$ cat src/rtl/game_pkg.sv
// rtl/game_pkg.sv - shared states, keycodes, status bit indices and helpers for game_sequencer
package game_pkg;

    typedef enum logic [2:0] {
        S_IDLE    = 3'd0,
        S_PLAYING = 3'd1,
        S_PAUSED  = 3'd2,
        S_WIN     = 3'd3,
        S_LOSE    = 3'd4,
        S_RESTART = 3'd5
    } state_t;

    localparam logic [7:0] KEY_SPACE = 8'h2C;
    localparam logic [7:0] KEY_ENTER = 8'h28;
    localparam logic [7:0] KEY_P     = 8'h13;

    localparam int STATUS_PLAYING = 0;
    localparam int STATUS_WIN     = 1;
    localparam int STATUS_LOSE    = 2;
    localparam int STATUS_RESTART = 3;

    function automatic logic [1:0] popcount3(input logic [2:0] v);
        return {1'b0, v[0]} + {1'b0, v[1]} + {1'b0, v[2]};
    endfunction

    // IDLE and PAUSED deliberately share the all-zero encoding.
    function automatic logic [3:0] status_of(input state_t s);
        logic [3:0] st;
        st = 4'b0000;
        case (s)
            S_PLAYING: st[STATUS_PLAYING] = 1'b1;
            S_WIN:     st[STATUS_WIN]     = 1'b1;
            S_LOSE:    st[STATUS_LOSE]    = 1'b1;
            S_RESTART: st[STATUS_RESTART] = 1'b1;
            default:   st = 4'b0000;
        endcase
        return st;
    endfunction

endpackage

$ cat src/rtl/frame_tick_gen.sv
// rtl/frame_tick_gen.sv - synchronizes frame_clk into Clk and emits one pulse per rising edge
module frame_tick_gen (
    input  logic Clk,
    input  logic Reset,
    input  logic frame_clk,
    output logic frame_tick
);

    logic sync_meta;
    logic sync_q;
    logic sync_d;

    // Edge history clears on reset, so a new synchronized 0->1 is needed before the first tick.
    always_ff @(posedge Clk) begin
        if (Reset) begin
            sync_meta  <= 1'b0;
            sync_q     <= 1'b0;
            sync_d     <= 1'b0;
            frame_tick <= 1'b0;
        end else begin
            sync_meta  <= frame_clk;
            sync_q     <= sync_meta;
            sync_d     <= sync_q;
            frame_tick <= sync_q & ~sync_d;
        end
    end

endmodule

$ cat src/rtl/game_sequencer.sv
// rtl/game_sequencer.sv - round state machine with frame timer, coin score and registered status
module game_sequencer
    import game_pkg::*;
#(
    parameter logic [3:0]  WIN_COINS   = 4'd10,
    parameter logic [11:0] FRAME_LIMIT = 12'd3600
) (
    input  logic        Clk,
    input  logic        Reset,
    input  logic        frame_clk,
    input  logic [7:0]  keycode,
    input  logic        collide,
    input  logic [2:0]  coin_hit,
    output logic [3:0]  status,
    output logic [11:0] frame_counter,
    output logic [3:0]  coin_count,
    output logic        frame_tick
);

    state_t     state;
    state_t     state_next;
    logic [7:0] prev_key;
    logic       press_space;
    logic       press_enter;
    logic       press_p;
    logic       lose_cond;
    logic       win_cond;
    logic [4:0] coin_sum;

    frame_tick_gen u_frame_tick_gen (
        .Clk        (Clk),
        .Reset      (Reset),
        .frame_clk  (frame_clk),
        .frame_tick (frame_tick)
    );

    assign press_space = (keycode == KEY_SPACE) && (prev_key != KEY_SPACE);
    assign press_enter = (keycode == KEY_ENTER) && (prev_key != KEY_ENTER);
    assign press_p     = (keycode == KEY_P)     && (prev_key != KEY_P);

    assign lose_cond = collide || (frame_counter == FRAME_LIMIT);
    assign win_cond  = (coin_count >= WIN_COINS);
    assign coin_sum  = {1'b0, coin_count} + {3'b000, popcount3(coin_hit)};

    // Lose beats win, and both beat a pause request in the same cycle.
    always_comb begin
        state_next = state;
        case (state)
            S_IDLE:    if (press_space) state_next = S_PLAYING;
            S_PLAYING: begin
                if (lose_cond)     state_next = S_LOSE;
                else if (win_cond) state_next = S_WIN;
                else if (press_p)  state_next = S_PAUSED;
            end
            S_PAUSED: begin
                if (press_p)          state_next = S_PLAYING;
                else if (press_enter) state_next = S_RESTART;
            end
            S_WIN, S_LOSE: if (press_enter) state_next = S_RESTART;
            S_RESTART: if (frame_tick) state_next = S_IDLE;
            default:   state_next = S_IDLE;
        endcase
    end

    always_ff @(posedge Clk) begin
        if (Reset) begin
            state         <= S_IDLE;
            status        <= 4'b0000;
            prev_key      <= 8'h00;
            frame_counter <= 12'd0;
            coin_count    <= 4'd0;
        end else begin
            state    <= state_next;
            status   <= status_of(state_next);
            prev_key <= keycode;
            case (state)
                S_IDLE: begin
                    if (press_space) begin
                        frame_counter <= 12'd0;
                        coin_count    <= 4'd0;
                    end
                end
                S_PLAYING: begin
                    if (frame_tick && (frame_counter < FRAME_LIMIT))
                        frame_counter <= frame_counter + 12'd1;
                    coin_count <= (coin_sum > 5'd15) ? 4'd15 : coin_sum[3:0];
                end
                S_RESTART: begin
                    frame_counter <= 12'd0;
                    coin_count    <= 4'd0;
                end
                default: ;
            endcase
        end
    end

endmodule

$ cat config.mk
export PLATFORM = sky130hd
export DESIGN_NAME = game_sequencer
export DESIGN_NICKNAME = d
export VERILOG_FILES = /design/src/rtl/game_pkg.sv /design/src/rtl/frame_tick_gen.sv /design/src/rtl/game_sequencer.sv
export SDC_FILE = /design/constraint.sdc
export NUM_CORES = 1
export LEC_CHECK = 0
export CAP_MARGIN = 15
export CORE_MARGIN = 2
export CORE_UTILIZATION = 35
export DETAILED_ROUTE_END_ITERATION = 10
export MAX_ROUTING_LAYER = met4
export PLACE_DENSITY = 0.55
export RECOVER_POWER = 25
export SLEW_MARGIN = 40
export SYNTH_ARGS = -nofsm -noshare
export SYNTH_HDL_FRONTEND = slang
export SYNTH_SLANG_ARGS = --single-unit
$ cat constraint.sdc
create_clock -name Clk -period 2.7 [get_ports Clk]
set_input_delay 0.54 -clock Clk [delete_from_list [all_inputs] [get_ports Clk]]
set_output_delay 0.54 -clock Clk [all_outputs]
set_load 0.01 [all_outputs]
Word level (Yosys, flattened, before mapping)
Index checks and enable logic that the tools add are counted.

storage, ports and cells
  bits in writable memories = 0
  output and inout port bits = 21
  register bits after elaboration = 35
  input port bits = 15
  bits in read-only memories = 0
  memories kept = 0
  latch bits = 0

operators by class
  $lt $le $gt $ge = 3
  multiplexer cells = 18
  $add $sub $neg = 4
  divide/modulo/power cells = 0
  reductions and logical operators = 10
  multiply operators = 0
  bitwise operators = 2
  shifts and indexed selects = 0
  eq/ne operators = 18

operators by type and width
  cell                     number
  $pmux W12 S3             1
  $mux W12                 2
  $mux W3                  7
  $eq A8 B6 Y1 const B     2
  $ne A8 B6 Y1 const B     2
  $pmux W3 S5              1
  $add A12 B1 Y12 const B  1
  $eq A12 B12 Y1 const B   1
  $eq A3 B3 Y1 const B     4
  $lt A12 B12 Y1 const B   1
  $pmux W4 S3              1
  $eq A3 B2 Y1 const B     3
  $eq A8 B5 Y1 const B     1
  $mux W4                  2
  $ne A8 B5 Y1 const B     1
  $eq A3 B1 Y1 const B     2
  $add A4 B2 Y5            1
  $gt A5 B4 Y1 const B     1
  $ge A4 B4 Y1 const B     1
  $logic_and A1 B1 Y1      4
  $mux W1                  4
  $ne A2 B2 Y1 const B     2
  $logic_not A3 Y1         1
  $reduce_and A3 Y1        1
  8 further kinds          8

Logic depth before layout (Yosys ltp)
  depth after elaboration = 8
  mapped depth = 8
  gate-level depth less buffers = 8

Hierarchy
A second synthesis with hierarchy kept.

unflattened totals
  cells, all modules = 186
  area, all modules = 1667.8 µm²

by module, submodules not included
  module          instances  cells an instance  area each (µm²)
  game_sequencer  1          178                1556.5
  frame_tick_gen  1          8                  111.4

Worst setup path after synthesis
No wires, ideal clock.

  kind = input port to flip-flop
  from = input port keycode[0]
  to = register frame_counter[7]
  setup slack = 391 ps
  required time = 2574 ps
  library setup time = 126 ps
  stages on the path = 7
  arrival = 2183 ps
  cell sequence = or4b_1 > a2111o_1 > a21o_4 > buf_6 > nor3_2 > xnor2_1 > nor2_2

on the way
  cells in the longest elaborated chain, start to end = 4

ends and longest elaborated chain
  item                         line                  source
  start, declared              game_sequencer.sv:11  input logic [7:0] keycode,
  $eq A8 B6 Y1                 game_sequencer.sv:37  assign press_space = (keycode == KEY_SPACE) && (prev_key != KEY_SPACE);
  $logic_and A1 B1 Y1          game_sequencer.sv:37
  $ne A2 B2 Y1 (no line)       n/a
  $reduce_and A3 Y1 (no line)  n/a
  end signal, assigned         game_sequencer.sv:85  frame_counter <= frame_counter + 12'd1;
  end, declared                game_sequencer.sv:15  output logic [11:0] frame_counter,

Every way passes these cells.
A chain may end at the register's enable or synchronous reset.

Worst setup path in the final report
  from = input port keycode[0]
  to = register frame_counter[11]

The elaborated chain is that of the path after synthesis.

==> results.yml <==
cts:
  cts_tree: "done"
  htreeDepth: 2
  cts-root-buf: "clkbuf_8"
  clk_pin_slew_ns: 0.07
  cts_made_buffers: 5
  clk_latency_ns: 0.28
  cts_buffer_depth: 2
  cts_sinks: 35
  hold_buffers: 0
synthesis:
  syn_nets: 208
  synth_cell_types: 48
  synthArstFlopShare_pct: 0
  syn_area_um2: 1720
  seq_area_frac_synth_pct: 40.6
  synth_edf_count: 0
  yosys_register_bits: 35
  synth_cells: 187
  synth_flop_cell: "dfxtp_1"
  syn_avg_cell_area_um2: 9.22
  ys_warn_count: 0
grt:
  antenna_found_initial: 0
  grt_use_total_pct: 15.6
  grt_max_degree: 22
  grt_pass1_wl_um: 6310
  overflow: 0
  grt_pass1_vias: 1460
pwr:
  combPwrFrac_pct: 7.0
  p_sw_share_pct: 22.1
  p_switching_uw: 210
  p_leak_uw: 0.000800
  power_density_nw_per_um2: 415
  p_int_uw: 740
  peakVddDrop_uv: 222
  p_clk_share_pct: 37.3
  seqPwrFrac_pct: 55.7
  p_total_uw: 951
setup_path:
  startpoint_type: "input port"
  worst-path-max-fanout: 11
  path_class: "input port to flip-flop"
  critical_path_arrival_ns: 2.81
  slowest_stage: "or4b_1"
  crit_required_ns: 2.93
  critPathMaxStageDelay_ns: 0.55
  crit_chain: "clkdlybuf4s50_1, or4b_1, a2111o_1, a21o_4, or2_1, nor3_1, o21ba_1"
  end_kind: "flip-flop"
placed_design:
  place.gp.congestion: 0.786
  dpl.hpwl_um: 2890
  pre_cts_ws_ns: -0.165
  port_buffers: 35
timing:
  setup_viol: 0
  tightest_slew_ns: 0.909
  rsz0062_at_grt: "no"
  slew_headroom_pct: 39.4
  fmax_ghz: 0.387
  finClkSkew_ns: 0.00300
  finalCritPeriodShare_pct: 95.6
  finalHoldViolCount: 0
  fin_crit_ns: 2.58
  drv_slew: 0
  setup_ws_ns: 0.118
route:
  drtIter0Drc: 55
  num_vias: 1460
  via_per_inst: 4.87
  route.detailed.drc: 0
  drtAntennaViolNets: 0
  route.detailed.wl_per_inst_um: 12.4
  firstDrtPassIters: 4
  wl_um: 3720
layout:
  diodes: 0
  multi_input_area_um2: 962
  area_growth_pct: 32.8
  finalNetCount: 253
  ff_latch_area_um2: 701
  fillers: 476
  layout-drive-gt1-share_pct: 14.6
floorplanning:
  core_um2: 4720
  die-width_um: 74.2
  start_util_pct: 36.5
  die_h_um: 74.2
  die-area_um2: 5500
  rows: 25
  io_pins: 36
flow_run:
  cap_violations: 0
worst_hold_path:
  hold_path.class: "flip-flop to flip-flop"
run_status:
  outcome: "complete, no violations"
[path summary, 6_finish.rpt]
path	startpoint	slack [ns]	end	cells past startpoint
hold / removal	u_frame_tick_gen.sync_d$_SDFF_PP0_	0.38	u_frame_tick_gen.frame_tick$_SDFF_PP0_	1
setup / recovery	keycode[0]	0.12	frame_counter[11]$_SDFFE_PP0P_	7
setup reg to reg	prev_key[5]$_SDFF_PP0_	0.49	status[2]$_SDFF_PP0_	6
hold reg to reg	u_frame_tick_gen.sync_d$_SDFF_PP0_	0.38	u_frame_tick_gen.frame_tick$_SDFF_PP0_	1
[worst max-delay path: cells and delay by family]
family / cells / cell delay (ns)
AND/OR/NAND/NOR: 3 / 1.02
AO/OA/AOI/OAI: 3 / 0.82
buffers and inverters: 1 / 0.43
[logic make-up after synthesis]
logic type | count (synthesis) | share of synthesized area (%)
and+or+nand+nor | 95 | 34.5
DFF | 35 | 40.6
AOI/OAI and AO/OA | 25 | 11.0
buffers and inverters | 17 | 4.14
xor gates and xnor gates | 9 | 4.57
adders and majority gates | 6 | 5.23
[metal layers]
layer,global-route usage (%),up-vias,wire [um]
li1,-,746,-
met3,4.07,4,133
met1,17.1,681,1720
met5,-,-,0
met4,6.06,0,58
met2,27.0,29,1810
[synthesized netlist by cell type (all sizes together), types with 2 or more instances]
master / n / area share, %
nor3: 10 / 3.5
o211ai: 2 / 1.2
a22oi: 2 / 0.87
nand4: 3 / 1.1
a311oi: 2 / 1.0
a21oi: 8 / 2.3
ha: 4 / 2.9
nor4bb: 5 / 3.6
nand2b: 4 / 1.5
a31oi: 2 / 0.73
nand2: 13 / 2.8
nand3: 5 / 1.5
fa: 2 / 2.3
dfxtp: 35 / 41
or4b: 2 / 1.2
nor3b: 3 / 1.9
and3: 2 / 0.73
nor2: 20 / 4.5
inv: 10 / 2.2
clkbuf: 5 / 1.1
xnor2: 9 / 4.6
nor4b: 3 / 1.5
o21ai: 2 / 0.58
or2: 2 / 0.73
nor4: 4 / 2.5
nor2b: 13 / 4.7
buf: 2 / 0.87
[final cells by class]
cell class | count | area share, %
Tap cell | 67 | 3.66
Inverter | 10 | 1.64
Timing Repair Buffer | 45 | 18.4
Clock buffer | 5 | 3.01
Sequential cell | 35 | 30.6
Multi-Input combinational cell | 135 | 42.0
Clock inverter | 3 | 0.656
[repair_timing]
action,4_1_cts,5_1_grt
endpoints found under the setup margin,0,1
resized for setup,0,1
buffers inserted,0,0
[sequential cells by signal, indices dropped and copies added (netlist names)]
signal,count
prev_key,8
status,4
state,3
u_frame_tick_gen.sync_d,1
u_frame_tick_gen.frame_tick,1
frame_counter,12
u_frame_tick_gen.sync_q,1
coin_count,4
u_frame_tick_gen.sync_meta,1
[power by group through the flow]
stage               Sequential [uW]  Clock (uW)  Combinational (uW)
finish                          530         355                66.3
global route                    531         396                74.2
floorplan                       540           0                29.9
CTS                             529         369                68.6
global placement                541           0                66.3
detailed placement              541           0                68.3
[cell usage in the layout (no fill, tap or decap), types with 4 or more instances in the layout]
master           count
inv_1               10
nand3_1              5
clkdlybuf4s50_1     32
a21oi_1              7
xnor2_1              9
clkbuf_8             5
nand2_1             13
nand2b_1             4
dfxtp_1             35
nor2b_1             13
nor2_1              19
buf_4                9
nor3_1               8
ha_1                 4
[through the flow]
| step | setup TNS, ns | instances | instance area (um^2) | hold WS [ns] | util [%] |
|---|---|---|---|---|---|
| floorplan | 0 | 187 | 1720 | 0.367 | - |
| global placement | -1.11 | 292 | 2200 | 0.373 | 46.6 |
| detailed placement | -1.39 | 292 | 2200 | 0.374 | 46.6 |
| CTS | 0 | 300 | 2290 | 0.384 | 48.4 |
| global route | 0 | 300 | 2290 | 0.432 | 48.5 |
| finish | 0 | 300 | 2290 | 0.384 | 48.5 |
Note: power is estimated with default switching activity, not from simulation.
==> edit (same settings) <==
Set the parameter `FRAME_LIMIT` to 12'd1800 (it was 12'd3600).
--- a/src/rtl/game_sequencer.sv
+++ b/src/rtl/game_sequencer.sv
@@ -5,3 +5,3 @@
     parameter logic [3:0]  WIN_COINS   = 4'd10,
-    parameter logic [11:0] FRAME_LIMIT = 12'd3600
+    parameter logic [11:0] FRAME_LIMIT = 12'd1800
 ) (
Behaviour: same outputs for any inputs over 10 cycles, from zero or initial values and one cycle with Reset high; that may be too few to reach the edited logic, so the function may still have changed.
==> edit against the unedited design <==
- first-iteration DRC count is 120% higher
- sequential share of layout area is 0.57 points lower
- clock power is 12% higher
- via count is 8.6% higher
- die area is 2.8% lower
- design area is 1.9% higher
- critical path depth stayed put
- sequential cell count stayed put
- combinational power is 6.8% higher
- clock skew is 0.0021 ns higher
- routed wire length is 9.7% higher
- total power is 5.0% higher
- setup slack worse by 0.018 ns
- synthesized area is 3.0% lower
- largest cell class unchanged
==> edit: results (changes against the unedited design) <==
| Metric | Value |
|---|---|
| Result of the run | `completed (unchanged)` |
| Routed wire length on met3 | `164 µm (was 133 µm)` |
| Synth top area cells | `sky130_fd_sc_hd__dfxtp_1, sky130_fd_sc_hd__nor2b_1, sky130_fd_sc_hd__a21oi_1 (was sky130_fd_sc_hd__dfxtp_1, sky130_fd_sc_hd__nor2b_1, sky130_fd_sc_hd__xnor2_1)` |
| Met2 layer wire length in the routed design | `1880 µm (was 1810 µm)` |
| Number of global-route vias before repair | `1409 (was 1460)` |
| Average via count per standard cell | `5.34 (was 4.87)` |
| Grt met1 use | `0.215 (was 0.171)` |
| Post-place instance area | `2180 µm² (was 2200 µm²)` |
| Minimum setup slack after placement | `-0.355 ns (was -0.165 ns)` |
| Mean instance size in the synthesized netlist | `8.76 µm² (was 9.22 µm²)` |
| Sum of net half-perimeters after detailed placement | `2980 µm (was 2890 µm)` |
| Fin area | `2330 µm² (was 2290 µm²)` |
| Setup clock skew after layout | `0.00505 ns (was 0.00300 ns)` |
| M2 GR Usage | `0.249 (was 0.270)` |
| Post-Route M1 WL | `1970 µm (was 1720 µm)` |
| Largest net degree at the start of global routing | `21 (was 22)` |
| Static power due to leakage | `0.858 nW (was 0.800 nW)` |
| Global-route usage over all layers | `0.167 (was 0.156)` |
| Placed Cells | `287 (was 292)` |
| Share of the yosys chip area belonging to registers | `0.419 (was 0.406)` |
| First-pass GRT wire length | `6650 µm (was 6310 µm)` |
| Total via count in the routed design | `1585 (was 1460)` |
| Wire length per cell | `13.7 µm (was 12.4 µm)` |
| Layout Nets | `263 (was 253)` |
| Met3 usage in global routing | `0.0456 (was 0.0407)` |
-- edit: final timing paths --
path,startpoint,to,slack [ns],cells after the start
max,keycode[0],frame_counter[9],0.10,7
min,u_frame_tick_gen.sync_d,u_frame_tick_gen.frame_tick,0.38,1
max reg2reg,frame_counter[4],frame_counter[9],0.40,6
min reg2reg,u_frame_tick_gen.sync_d,u_frame_tick_gen.frame_tick,0.38,1
-- edit: report_power, final --
part / total [mW] / leakage, nW / switching [mW] / internal, mW
registers: 0.529 / 0.285 / 0.00422 / 0.525
logic: 0.0708 / 0.526 / 0.0297 / 0.0411
clock network: 0.398 / 0.0474 / 0.190 / 0.208
-- edit: what timing repair did --
item / CTS / global route
endpoints found under the setup margin: 3 / 3
resized for setup: 1 / 11
pin swaps: 0 / 7
setup buffers: 0 / 2
-- edit: worst max-delay path: stages --
cell                              delay (ns)
sky130_fd_sc_hd__clkdlybuf4s50_1        0.43
sky130_fd_sc_hd__or4_4                  0.45
sky130_fd_sc_hd__nor4_4                 0.26
sky130_fd_sc_hd__a31oi_2                0.14
sky130_fd_sc_hd__or3_4                  0.44
sky130_fd_sc_hd__or4_4                  0.43
sky130_fd_sc_hd__a21oi_2                0.13
-- edit: kinds of logic (layout without fill, tap and decap cells) --
family	Yosys count	count (layout)	synth area share
adders and majority gates	6	6	0.0539
xor gates and xnor gates	4	4	0.0209
buffers and inverters	17	69	0.0389
and+or+nand+nor	92	92	0.327
DFF	35	35	0.419
AOI/OAI and AO/OA	37	37	0.141
-- edit: area by class of cell --
type                       instances  area share
clock buffer                       6      0.0354
clock inverter                     2     0.00697
inverter                          10      0.0161
multi-input combinational        139       0.405
sequential                        35       0.300
tap                               54      0.0290
timing repair buffer              51       0.208
